## config.mk

```make
export PLATFORM = sky130hd
export DESIGN_NAME = ws2812_chain
export DESIGN_NICKNAME = d
export VERILOG_FILES = /design/src/rtl/ws2812_chain.sv
export SDC_FILE = /design/constraint.sdc
export NUM_CORES = 1
export LEC_CHECK = 0
export BUFFER_PORTS_ARGS = -buffer_cell sky130_fd_sc_hd__buf_2
export CAP_MARGIN = 10
export CELL_PAD_IN_SITES_DETAIL_PLACEMENT = 2
export CELL_PAD_IN_SITES_GLOBAL_PLACEMENT = 2
export CORE_MARGIN = 2
export CORE_UTILIZATION = 25
export CTS_CLUSTER_SIZE = 16
export DETAILED_ROUTE_END_ITERATION = 16
export GPL_ROUTABILITY_DRIVEN = 0
export PLACE_DENSITY_LB_ADDON = 0.08
export SYNTH_ARGS = -nofsm -noshare
export SYNTH_HDL_FRONTEND = slang
export SYNTH_SLANG_ARGS = --single-unit
```

## constraint.sdc

```tcl
create_clock -name i_Clock -period 3.85 [get_ports i_Clock]
set_input_delay 0 -clock i_Clock [delete_from_list [all_inputs] [get_ports i_Clock]]
set_output_delay 0 -clock i_Clock [all_outputs]
set_load 0.03 [all_outputs]
```

## src/rtl/ws2812_chain.sv

```systemverilog
// WS2812 chain driver: serialises NUM_LEDS pixels (MSB first) as fixed-period
// high/low bit cells, then holds the line low for the latch time.
//
// state | meaning
// IDLE  | waiting for i_Start; pixel buffer may be preloaded
// SEND  | one T_BIT cell per bit, pixels back to back
// LATCH | line held low for T_RESET cycles so the chain latches
module ws2812_chain #(
  parameter int NUM_LEDS     = 8,
  parameter int BITS_PER_LED = 24,
  parameter int T_BIT        = 125,
  parameter int T0H          = 40,
  parameter int T1H          = 80,
  parameter int T_RESET      = 30000
) (
  input  logic                    i_Clock,
  input  logic                    i_Reset,
  input  logic                    i_Start,
  input  logic [BITS_PER_LED-1:0] i_Pixel,
  input  logic                    i_Pixel_Valid,
  output logic                    o_Pixel_Ready,
  output logic                    o_Led,
  output logic                    o_Ready,
  output logic                    o_Done,
  output logic                    o_Underrun
);

  localparam int TW = $clog2(T_BIT);
  localparam int BW = $clog2(BITS_PER_LED);
  localparam int PW = (NUM_LEDS > 1) ? $clog2(NUM_LEDS) : 1;
  localparam int LW = (T_RESET > 1) ? $clog2(T_RESET) : 1;

  localparam logic [TW-1:0] TMR_MAX = TW'(T_BIT - 1);
  localparam logic [TW-1:0] HI1_THR = TW'(T_BIT - T1H);
  localparam logic [TW-1:0] HI0_THR = TW'(T_BIT - T0H);
  localparam logic [BW-1:0] BIT_MAX = BW'(BITS_PER_LED - 1);
  localparam logic [PW-1:0] PIX_MAX = PW'(NUM_LEDS - 1);
  localparam logic [LW-1:0] LAT_MAX = LW'(T_RESET - 1);

  localparam logic [1:0] IDLE  = 2'd0;
  localparam logic [1:0] SEND  = 2'd1;
  localparam logic [1:0] LATCH = 2'd2;

  logic [1:0]              r_State;
  logic [BITS_PER_LED-1:0] r_Buf;
  logic                    r_Buf_Full;
  logic [BITS_PER_LED-1:0] r_Shift;
  logic [TW-1:0]           r_Bit_Tmr;
  logic [BW-1:0]           r_Bit_Left;
  logic [PW-1:0]           r_Pix_Left;
  logic [LW-1:0]           r_Latch_Tmr;
  logic                    r_Led;
  logic                    r_Done;
  logic                    r_Underrun;

  logic [1:0]              w_State_Nxt;
  logic [BITS_PER_LED-1:0] w_Shift_Nxt;
  logic [BITS_PER_LED-1:0] w_Load_Data;
  logic [TW-1:0]           w_Tmr_Nxt;
  logic [BW-1:0]           w_Bit_Left_Nxt;
  logic [PW-1:0]           w_Pix_Left_Nxt;
  logic [LW-1:0]           w_Latch_Nxt;
  logic                    w_Led_Nxt;
  logic                    w_Done_Nxt;
  logic                    w_Underrun_Nxt;
  logic                    w_Unload;
  logic                    w_Accept;

  assign w_Accept    = i_Pixel_Valid && !r_Buf_Full;
  assign w_Load_Data = r_Buf_Full ? r_Buf : '0;

  always_comb begin
    w_State_Nxt    = r_State;
    w_Shift_Nxt    = r_Shift;
    w_Tmr_Nxt      = r_Bit_Tmr;
    w_Bit_Left_Nxt = r_Bit_Left;
    w_Pix_Left_Nxt = r_Pix_Left;
    w_Latch_Nxt    = r_Latch_Tmr;
    w_Done_Nxt     = 1'b0;
    w_Underrun_Nxt = r_Underrun;
    w_Unload       = 1'b0;
    case (r_State)
      IDLE: begin
        if (i_Start) begin
          w_State_Nxt    = SEND;
          w_Shift_Nxt    = w_Load_Data;
          w_Tmr_Nxt      = TMR_MAX;
          w_Bit_Left_Nxt = BIT_MAX;
          w_Pix_Left_Nxt = PIX_MAX;
          w_Underrun_Nxt = !r_Buf_Full;
          w_Unload       = 1'b1;
        end
      end
      SEND: begin
        if (r_Bit_Tmr != '0) begin
          w_Tmr_Nxt = r_Bit_Tmr - TW'(1);
        end else if (r_Bit_Left != '0) begin
          w_Tmr_Nxt      = TMR_MAX;
          w_Shift_Nxt    = {r_Shift[BITS_PER_LED-2:0], 1'b0};
          w_Bit_Left_Nxt = r_Bit_Left - BW'(1);
        end else if (r_Pix_Left != '0) begin
          // an empty buffer sends a black pixel rather than stalling the line
          w_Tmr_Nxt      = TMR_MAX;
          w_Shift_Nxt    = w_Load_Data;
          w_Bit_Left_Nxt = BIT_MAX;
          w_Pix_Left_Nxt = r_Pix_Left - PW'(1);
          w_Unload       = 1'b1;
          if (!r_Buf_Full) w_Underrun_Nxt = 1'b1;
        end else begin
          w_State_Nxt = LATCH;
          w_Tmr_Nxt   = '0;
          w_Latch_Nxt = LAT_MAX;
        end
      end
      LATCH: begin
        if (r_Latch_Tmr != '0) begin
          w_Latch_Nxt = r_Latch_Tmr - LW'(1);
        end else begin
          w_State_Nxt = IDLE;
          w_Done_Nxt  = 1'b1;
        end
      end
      default: w_State_Nxt = IDLE;
    endcase
    // line is high while the down-counter is still within the high window
    w_Led_Nxt = (w_State_Nxt == SEND) &&
                (w_Tmr_Nxt >= (w_Shift_Nxt[BITS_PER_LED-1] ? HI1_THR : HI0_THR));
  end

  always_ff @(posedge i_Clock or posedge i_Reset) begin
    if (i_Reset) begin
      r_State     <= IDLE;
      r_Buf       <= '0;
      r_Buf_Full  <= 1'b0;
      r_Shift     <= '0;
      r_Bit_Tmr   <= '0;
      r_Bit_Left  <= '0;
      r_Pix_Left  <= '0;
      r_Latch_Tmr <= '0;
      r_Led       <= 1'b0;
      r_Done      <= 1'b0;
      r_Underrun  <= 1'b0;
    end else begin
      r_State     <= w_State_Nxt;
      r_Shift     <= w_Shift_Nxt;
      r_Bit_Tmr   <= w_Tmr_Nxt;
      r_Bit_Left  <= w_Bit_Left_Nxt;
      r_Pix_Left  <= w_Pix_Left_Nxt;
      r_Latch_Tmr <= w_Latch_Nxt;
      r_Led       <= w_Led_Nxt;
      r_Done      <= w_Done_Nxt;
      r_Underrun  <= w_Underrun_Nxt;
      if (w_Unload) r_Buf_Full <= 1'b0;
      // accepting into an empty buffer wins over a same-cycle unload
      if (w_Accept) begin
        r_Buf_Full <= 1'b1;
        r_Buf      <= i_Pixel;
      end
    end
  end

  assign o_Pixel_Ready = !r_Buf_Full;
  assign o_Led         = r_Led;
  assign o_Ready       = (r_State == IDLE);
  assign o_Done        = r_Done;
  assign o_Underrun    = r_Underrun;

endmodule

```

Word level (Yosys, flattened, before mapping)
Index checks and enable logic that the tools add are counted.

Add/subtract/negate cells: 4. $lt $le $gt $ge: 1. Eq/ne operators: 11. Muxes and demuxes: 48. Reductions and logical operators: 15.

Operators with widths (number): 24-bit two-way mux (5); 15-bit two-way mux (4); 24-bit one-hot mux with 2 select lines (1); 7-bit two-way mux (5); 15-bit one-hot mux with 2 select lines (1); 5-bit two-way mux (4); 15-bit nonzero test (1); 15-bit by 1-bit subtractor with 15-bit output (second input constant) (1); 2-bit inequality test (second input constant) (7); 7-bit one-hot mux with 2 select lines (1); 1-bit two-way mux (13); 3-bit two-way mux (4); 2-bit two-way mux (5); 5-bit one-hot mux with 2 select lines (1); 5-bit AND reduction (2); 7-bit >= comparator (1); 7-bit nonzero test (1); 7-bit by 1-bit subtractor with 7-bit output (second input constant) (1); 2-bit one-hot mux with 3 select lines (1); 3-bit one-hot mux with 2 select lines (1); 6-bit AND reduction (1); 2-bit nonzero test (3); 5-bit nonzero test (1); 5-bit by 1-bit subtractor with 5-bit output (second input constant) (1); 10 further kinds (13).

Bits in registers: 84. Output and inout bits: 5. Word-level logic and storage cells: 91.

Depth between registers and ports, before layout
Gate-level depths: netlist of run 1.

Depth after elaboration: 8. Mapped depth: 13.

Least setup slack after synthesis of run 1
Ideal clock, no wire load.

Path kind: reg2reg. From: reg r_Bit_Left[0]. To: reg r_Led (netlist: o_Led). Arrival time: 2.640 ns. Data required time: 3.768 ns. Path slack: 1.128 ns. Stages on the path, launching flop included: 14. Buffers on the path: 1. Clock period less this slack: 2.722 ns. Path through: dfrtp_1 inv_1 ha_1 or4b_1 buf_2 nor2_1 o21ai_0 a21oi_1 a221oi_1 ha_1 o2111ai_1 o22ai_1 o221ai_1 a31oi_1.

Cells in the longest elaborated chain, start to end: 7. Elaborated cells between the ends (all ways): 14.

RTL lines: start, declared (line 49) `logic [BW-1:0] r_Bit_Left;`; start signal, assigned (line 147) `r_Bit_Left <= w_Bit_Left_Nxt;`; 5-bit nonzero test (line 97) `end else if (r_Bit_Left != '0) begin`; 24-bit two-way mux (line 97); 24-bit two-way mux (line 95) `if (r_Bit_Tmr != '0) begin`; 24-bit one-hot mux with 2 select lines (line 82) `case (r_State)`; named net w_Shift_Nxt[23] (line 57) `logic [BITS_PER_LED-1:0] w_Shift_Nxt;`; 7-bit two-way mux (line 127) `(w_Tmr_Nxt >= (w_Shift_Nxt[BITS_PER_LED-1] ? HI1_THR : HI0_THR));`; 7-bit >= comparator (line 127); 1-bit logical AND (line 126) `w_Led_Nxt = (w_State_Nxt == SEND) &&`; named net w_Led_Nxt (line 63) `logic w_Led_Nxt;`; end signal, assigned (line 150) `r_Led <= w_Led_Nxt;`; end, declared (line 52) `logic r_Led;`.

The timed path passes the listed nets, and every way through them passes these cells. The select of a mux whose other input is x is not followed. A chain may end at the register's enable or synchronous reset.

Worst setup path in the final report of run 1
Same ends and word-level chain as after synthesis.

==> results of run 1 <==
worst register-to-register path: stages, from the launching register on:
cell and delay, ps:
dfrtp_1 400, inv_1 100, ha_1 200, or4b_1 450, buf_4 240, nor2_1 290
o21ai_0 170, a21oi_1 220, a221oi_1 120, ha_1 370, o2111ai_1 130, o22ai_1 160
o221ai_1 130, a31oi_1 180
metal layers:
metal / up-vias / share of wire [%] / wire length (um)
li1: 1526 / - / -
met1: 1677 / 50 / 5786
met2: 38 / 46 / 5287
met3: 13 / 2.2 / 249
met4: 0 / 1.8 / 213
met5: - / 0 / 0
sequential cells by signal, indices dropped and copies added (netlist names), 2 cells and up:
| register | cells |
|---|---|
| r_Pix_Left | 3 |
| r_Shift | 24 |
| r_Buf | 24 |
| r_Bit_Tmr | 7 |
| r_Bit_Left | 5 |
| r_Latch_Tmr | 15 |
| r_State | 2 |
layout make-up:
cell class	count	area, um2	area share [%]
well taps	216	270.3	5.341
clock inverters	5	37.54	0.7418
flip-flops and latches	84	2102	41.54
clock buffers	10	229.0	4.525
repair buffers	65	470.5	9.298
inverters	14	53.80	1.063
multi-input cells	256	1897	37.49
kinds of logic (layout without fill, tap and decap cells):
kind of cell             Yosys count  after routing  synth area share, %
XOR/XNOR                           7              7                1.487
flip-flops                        84             84                50.99
AND/OR/NAND/NOR                  113            113                15.36
buffers and inverters             31             94                3.156
adder cells (fa/ha/maj)           11             11                3.338
multiplexers                      26             26                7.041
AO/OA/AOI/OAI                     99             99                18.63
through the flow:
step           utilization (%)  hold slack (ps)  cells  total power (uW)
2_1_floorplan                -            151.7    371              1552
3_3_place_gp             28.39            232.8    610              1702
3_5_place_dp             28.39            235.0    610              1724
4_1_cts                  31.62            137.2    650              2582
5_1_grt                  31.62            160.8    650              2689
6_report                 31.62            148.9    650              2531
how the worst max path moves through the flow:
| stage | from | endpoint | slack (ps) | cells after the start |
|---|---|---|---|---|
| floorplan | r_Bit_Left[0] | o_Led | 1130 | 13 |
| global placement | r_Bit_Left[0] | o_Led | 820 | 13 |
| detailed placement | r_Bit_Left[0] | o_Led | 640 | 13 |
| CTS | r_Bit_Left[0] | o_Led | 610 | 13 |
| global route | r_Bit_Left[0] | o_Led | 360 | 13 |
| finish | r_Bit_Left[0] | o_Led | 640 | 13 |
layout by cell type, fill, tap and decap left out, types with 3 or more instances in the layout:
cell and instances:
a21oi_1 14, a22oi_1 9, dlygate4sd3_1 25, a221o_1 23, a31oi_1 9, ha_1 11, o21ai_0 11, buf_4 8
o31ai_1 4, buf_2 32, nand3_1 8, or3_1 3, nor2_1 26, inv_1 13, nand2_1 21, or4_1 3
mux2_2 24, o22ai_1 4, and3_1 18, nand3b_1 3, nor3_1 8, clkbuf_16 9, nor2b_1 4, dfrtp_1 84
nand2b_1 3, xnor2_1 7
power by group:
part	leakage [uW]	total [uW]	internal (uW)	switching, uW
combinational	0.00106	471	254	216
sequential	0.00104	1240	1080	160
clock	0.000125	819	438	381
synth_stat cells (4+ instances only):
cell	n
xnor2_1	7
clkbuf_1	11
nor2_1	26
a221o_1	23
mux2_2	24
inv_1	14
ha_1	11
dfrtp_1	84
o31ai_1	4
and3_1	18
nor3_1	8
a31oi_1	9
o21ai_0	11
nand3_1	8
a22oi_1	9
o22ai_1	4
buf_2	5
nand2_1	21
a21oi_1	14
nor2b_1	5
repair_timing:
action / CTS / global route
endpoints found under the setup margin: 0 / 0
hold buffers: 25 / 0
hold endpoints to repair: 76 / 0
==> impl_metrics.tcl, run 1 <==
set metrics [dict create \
    status "completed" \
    min_to "r_Shift[23]" \
    portBuffers 32 \
    finalCritPeriodShare_pct 83.44 \
    crit_slowest_cell "or4b_1" \
    viasPerCell 5.006 \
    path_common_cell "ha_1" \
    row_count 46 \
    totalWireLength_um 11540 \
    use_met3_pct 1.916 \
    nFillCells 1780 \
    worstPathMaxFanout 26 \
    core_um2 16000 \
    fp.dieArea_um2 17530 \
    dp_hpwl_um 7755 \
    reg2regPathDepth 13 \
    synth_top_flop_cell "dfrtp_1" \
    synth_top_cell_by_area "dfrtp_1" \
    globalRouteMet2Util_pct 21.65 \
    grtUsageTotal_pct 13.93 \
    r2r_setup_slack_ps 640 \
    cts_buffer_depth 2 \
    cap_violations 0 \
    placed_area_um2 4543 \
    powerDensity_nw_per_um2 500.2 \
    antenna_found_initial 0 \
    r2r_end "o_Led" \
    path_delay_family "compound AO/OA/AOI/OAI gates" \
    antenna_cells 0 \
    clkSinkCount 84 \
    cp_cell_sequence "inv_1 -> ha_1 -> or4b_1 -> buf_4 -> nor2_1 -> o21ai_0 -> a21oi_1 -> a221oi_1 -> ha_1 -> o2111ai_1 -> o22ai_1 -> o221ai_1 -> a31oi_1" \
    arrival_ps 3480 \
    final.setup.tns_ps 0 \
    post_drt_wl_per_cell_um 17.75 \
    synthTopCellsByArea "dfrtp_1 51%, mux2_2 6.6%, a221o_1 5.6%" \
    nets 469 \
    area_growth_pct 22.73 \
    ant_nets 0 \
    max_freq_mhz 311.3 \
    grt_pass1_wl_um 19420 \
    initial_core_util_pct 25.77 \
    root_buffer "clkbuf_16" \
    clock_latency_ps 340 \
    worst_slack_ps 637.4 \
    overflow 0 \
    synth_top_cell_area_share_pct 50.99 \
    slew_violations 0 \
    finalHoldViolations 0 \
    rsz0062_at_grt "no" \
    clk_transition_reported_paths_ps 60 \
    first_global_vias 3570 \
    worst_pin_slew_ps 1149 \
    drt-initial-drc-count 102 \
    synthDistinctLibCells 59 \
    cp_num_buf_inv 2 \
    fin_worst_skew_ps 4.567 \
    dp_slack_ps 642.2 \
    use_met1_pct 19.62 \
    die_w_um 132.4 \
    io_pins 33 \
    r2r-start "r_Bit_Left[0]" \
    netlist_area_um2 4123 \
    post_cts_buffers 0 \
    synth-seq-cells 84 \
    cp-start-kind "register" \
    setup_violations 0 \
    post_cts_resized 0 \
    synth_edf_count 0 \
    crit_required_ps 4120 \
    netlist_instances 371 \
    drive_above_1_share_pct 21.66 \
    fp.dieH_um 132.4 \
    ys_warn_count 0 \
    hold_path_class "in -> reg" \
    relSlewSlack_pct 23.38 \
    cts_tree "done" \
    dr.pass1.iters 4 \
    drc 0 \
    end_kind "register" \
    p_leak_uw 0.002230 \
    design_area_um2 5060 \
    cts_made_buffers 9 \
    h-tree-depth 3 \
    ys_async_sr_fraction_pct 100.0 \
    grt.busiest_layer "met2" \
    grt_max_degree 54 \
    fin_crit_ps 3213 \
    critical_path.max_stage_delay_ps 450 \
    syn_avg_cell_area_um2 11.11 \
    vias 3254 \
    min_path_cells 4 \
    yosysSeqAreaShare_pct 50.99 \
    min-delay-start "i_Start" \
    vdd.ir_drop.worst_mv 0.2154 \
    synth_nets 410 \
    path_class "reg -> reg" \
]
Power figures use the tool's default switching activity.
==> run 2, diff against run 1 <==
--- a/config.mk
+++ b/config.mk
@@ -5,6 +5,7 @@
 export SDC_FILE = /design/constraint.sdc
 export NUM_CORES = 1
 export LEC_CHECK = 0
+export ABC_AREA = 1
 export BUFFER_PORTS_ARGS = -buffer_cell sky130_fd_sc_hd__buf_2
 export CAP_MARGIN = 10
 export CELL_PAD_IN_SITES_DETAIL_PLACEMENT = 2
==> constraint.sdc (replaced) <==
create_clock -name i_Clock -period 2.85 [get_ports i_Clock]
set_input_delay 0 -clock i_Clock [delete_from_list [all_inputs] [get_ports i_Clock]]
set_output_delay 0 -clock i_Clock [all_outputs]
set_load 0.03 [all_outputs]
==> run 2 against run 1 <==
  * Critical path depth increased by 2
  * Cell area grew 5.6%
  * First-iteration DRC count decreased by 18%
  * Count of clock-buffer cells in the layout rose by 1
  * Non-clock buffer count unchanged
  * Worst hold slack improved by 28 ps
  * Cell count increased by 20%
  * Sequential cell count stayed put
  * Fmax increased by 28%
  * Core utilization is 0.51 points lower
  * Sequential share of layout area decreased by 2.2 points
  * Critical path type unchanged
  * Largest cell class unchanged
  * Highest routed layer unchanged
==> impl_metrics.tcl, run 2 <==
set metrics [dict create \
    status "completed" \
    yosysSeqAreaShare_pct 48.05 \
    p_leak_uw 0.002601 \
    utilization_pct 31.11 \
    drc 0 \
    rsz0062_at_grt "no" \
    clk_transition_reported_paths_ps 70 \
    clkSinkCount 84 \
    grtUsageTotal_pct 15.54 \
    worstPathMaxFanout 7 \
    synthDistinctLibCells 39 \
    final.setup.tns_ps 0 \
    grt_max_degree 45 \
    fin_worst_skew_ps 7.033 \
    synth-seq-cells 84 \
    fp.dieArea_um2 18570 \
    cp-start-kind "register" \
    initial_core_util_pct 25.47 \
    cap_violations 0 \
    fp.dieH_um 136.3 \
    most-common-layout-cells "105 x nand2_1, 84 x dfrtp_1, 44 x inv_1, 44 x nor2_1, 32 x buf_2" \
    path_class "reg -> reg" \
    grt_pass1_wl_um 21910 \
    seqCellArea_um2 2102 \
    io_pins 33 \
    ys_async_sr_fraction_pct 100.0 \
    row_count 48 \
    netlist_instances 490 \
    die_w_um 136.3 \
    final_common_cell "nand2_1" \
    setup_violations 0 \
    max_freq_mhz 398.5 \
    portBuffers 32 \
    first_global_vias 4172 \
    crit_required_ps 3120 \
    holdWs_ps 176.8 \
    overflow 0 \
    viasPerCell 4.735 \
    finalCritPeriodShare_pct 88.04 \
    end_kind "register" \
    netlist_area_um2 4374 \
    post_cts_buffers 0 \
    post_drt_wl_per_cell_um 16.81 \
    nFillCells 1994 \
    synth_top_flop_cell "dfrtp_1" \
    slew_violations 0 \
    h-tree-depth 3 \
    root_buffer "clkbuf_16" \
    cts_buffer_depth 2 \
    clock_latency_ps 350 \
    synth_top_cell_by_area "dfrtp_1" \
    worst_pin_slew_ps 717.1 \
    synth_edf_count 0 \
    antenna_cells 0 \
    drt-initial-drc-count 84 \
    area_growth_pct 22.17 \
    synth_nets 529 \
    totalWireLength_um 13120 \
    fin_crit_ps 2509 \
    cts_tree "done" \
    hold_path_class "in -> async" \
    synth_top_cell_area_share_pct 48.05 \
    multi_input_area_um2 1993 \
    powerDensity_nw_per_um2 706.9 \
    nets 589 \
    finalHoldViolations 0 \
    core_um2 17180 \
    vias 3693 \
    ys_warn_count 0 \
    drive_above_1_share_pct 19.64 \
    ant_nets 0 \
    relSlewSlack_pct 52.08 \
    syn_avg_cell_area_um2 8.927 \
    synthTopCellsByCount "105 x nand2_1, 84 x dfrtp_1, 45 x inv_1, 44 x nor2_1, 27 x a21oi_1" \
    reg_top3 "r_Buf (24), r_Shift (24), r_Latch_Tmr (15)" \
    cts_made_buffers 9 \
    antenna_found_initial 0 \
    vdd.ir_drop.worst_mv 0.3091 \
    dr.pass1.iters 4 \
    arrival_ps 2780 \
    synthTopCellsByArea "dfrtp_1 48%, nand2_1 9.0%, mux2_2 6.2%" \
    dp_hpwl_um 9153 \
    synth_most_common_cell "nand2_1" \
]
==> run 2: cell count changes after synthesis, sizes merged, moves of 6 or more <==
cell,delta
nand2,+93
inv,+38
nor2,+26
a221o,-23
o21ai,+22
and3,-18
o221ai,+16
nand3,+14
a21oi,+13
a22oi,-8
a31oi,-6
xor2,+6
==> run 2: per-stage QoR <==
stage,std cells,setup slack (ps),power [uW],cell area [um2]
3_5_place_dp,739,316.2,2602,4808
5_1_grt,780,53.26,4050,5344
3_3_place_gp,739,491.7,2556,4808
2_1_floorplan,490,676.0,2297,4374
4_1_cts,780,237.5,3862,5344
6_report,780,340.8,3778,5344
==> run 2: worst max-delay path, cell delays in order (launching register included) <==
cell and delay (ps):
dfrtp_1 390, inv_1 110, ha_1 170, inv_1 40
nor2_1 160, nand3_4 170, inv_1 130, nand2_1 60
nand3_1 60, nand2_1 80, o21ai_1 190, inv_1 140
ha_1 320, nand2_1 70, o21a_1 180, a21oi_1 150
==> run 2: timing repair <==
action	CTS	global route
hold buffers	25	0
setup endpoints to repair	0	1
hold endpoints to repair	41	0
gates resized for setup	0	1
==> run 2: worst paths after layout <==
check | slack, ps | endpoint | startpoint | depth (start not counted)
setup / recovery | 340 | o_Led | r_Bit_Tmr[0] | 15
hold / removal | 180 | r_Shift[21] | i_Reset | 3
setup reg to reg | 340 | o_Led | r_Bit_Tmr[0] | 15
hold reg to reg | 490 | r_Bit_Left[4] | r_Bit_Left[4] | 2
max in group asynchronous | 2030 | r_Shift[7] | i_Reset | 4
min in group i_Clock | 190 | r_Bit_Tmr[1] | i_Start | 6
==> run 2: metal layers <==
layer,global-route usage (%),up-vias,wire length [um]
met2,26.63,28,6525
met3,2.386,12,224
met1,19.73,1901,6139
li1,-,1752,-
met5,0,-,0
met4,5.729,0,224
==> run 2: layout make-up <==
| type | instances | area share [%] |
|---|---|---|
| Clock inverter | 5 | 0.9834 |
| Sequential cell | 84 | 39.34 |
| Inverter | 52 | 3.723 |
| Clock buffer | 11 | 4.355 |
| Tap cell | 225 | 5.268 |
| Multi-Input combinational cell | 338 | 37.30 |
| Timing Repair Buffer | 65 | 9.038 |
==> run 2: kinds of logic (layout without fill, tap and decap cells) <==
logic type                 after synthesis  in the layout  synth area share (%)
muxes                                   24             24                 6.179
xor gates and xnor gates                 8              8                 1.602
adders and majority gates               11             11                 3.146
AOI/OAI and AO/OA                       94             94                 13.07
DFF                                     84             84                 48.06
buffers and inverters                   68            133                 6.379
and+or+nand+nor                        201            201                 21.57
==> run 2: power by group <==
| group | switching (uW) | internal, uW | total, uW |
|---|---|---|---|
| Sequential | 181 | 1480 | 1660 |
| Combinational | 518 | 410 | 928 |
| Clock | 515 | 676 | 1190 |
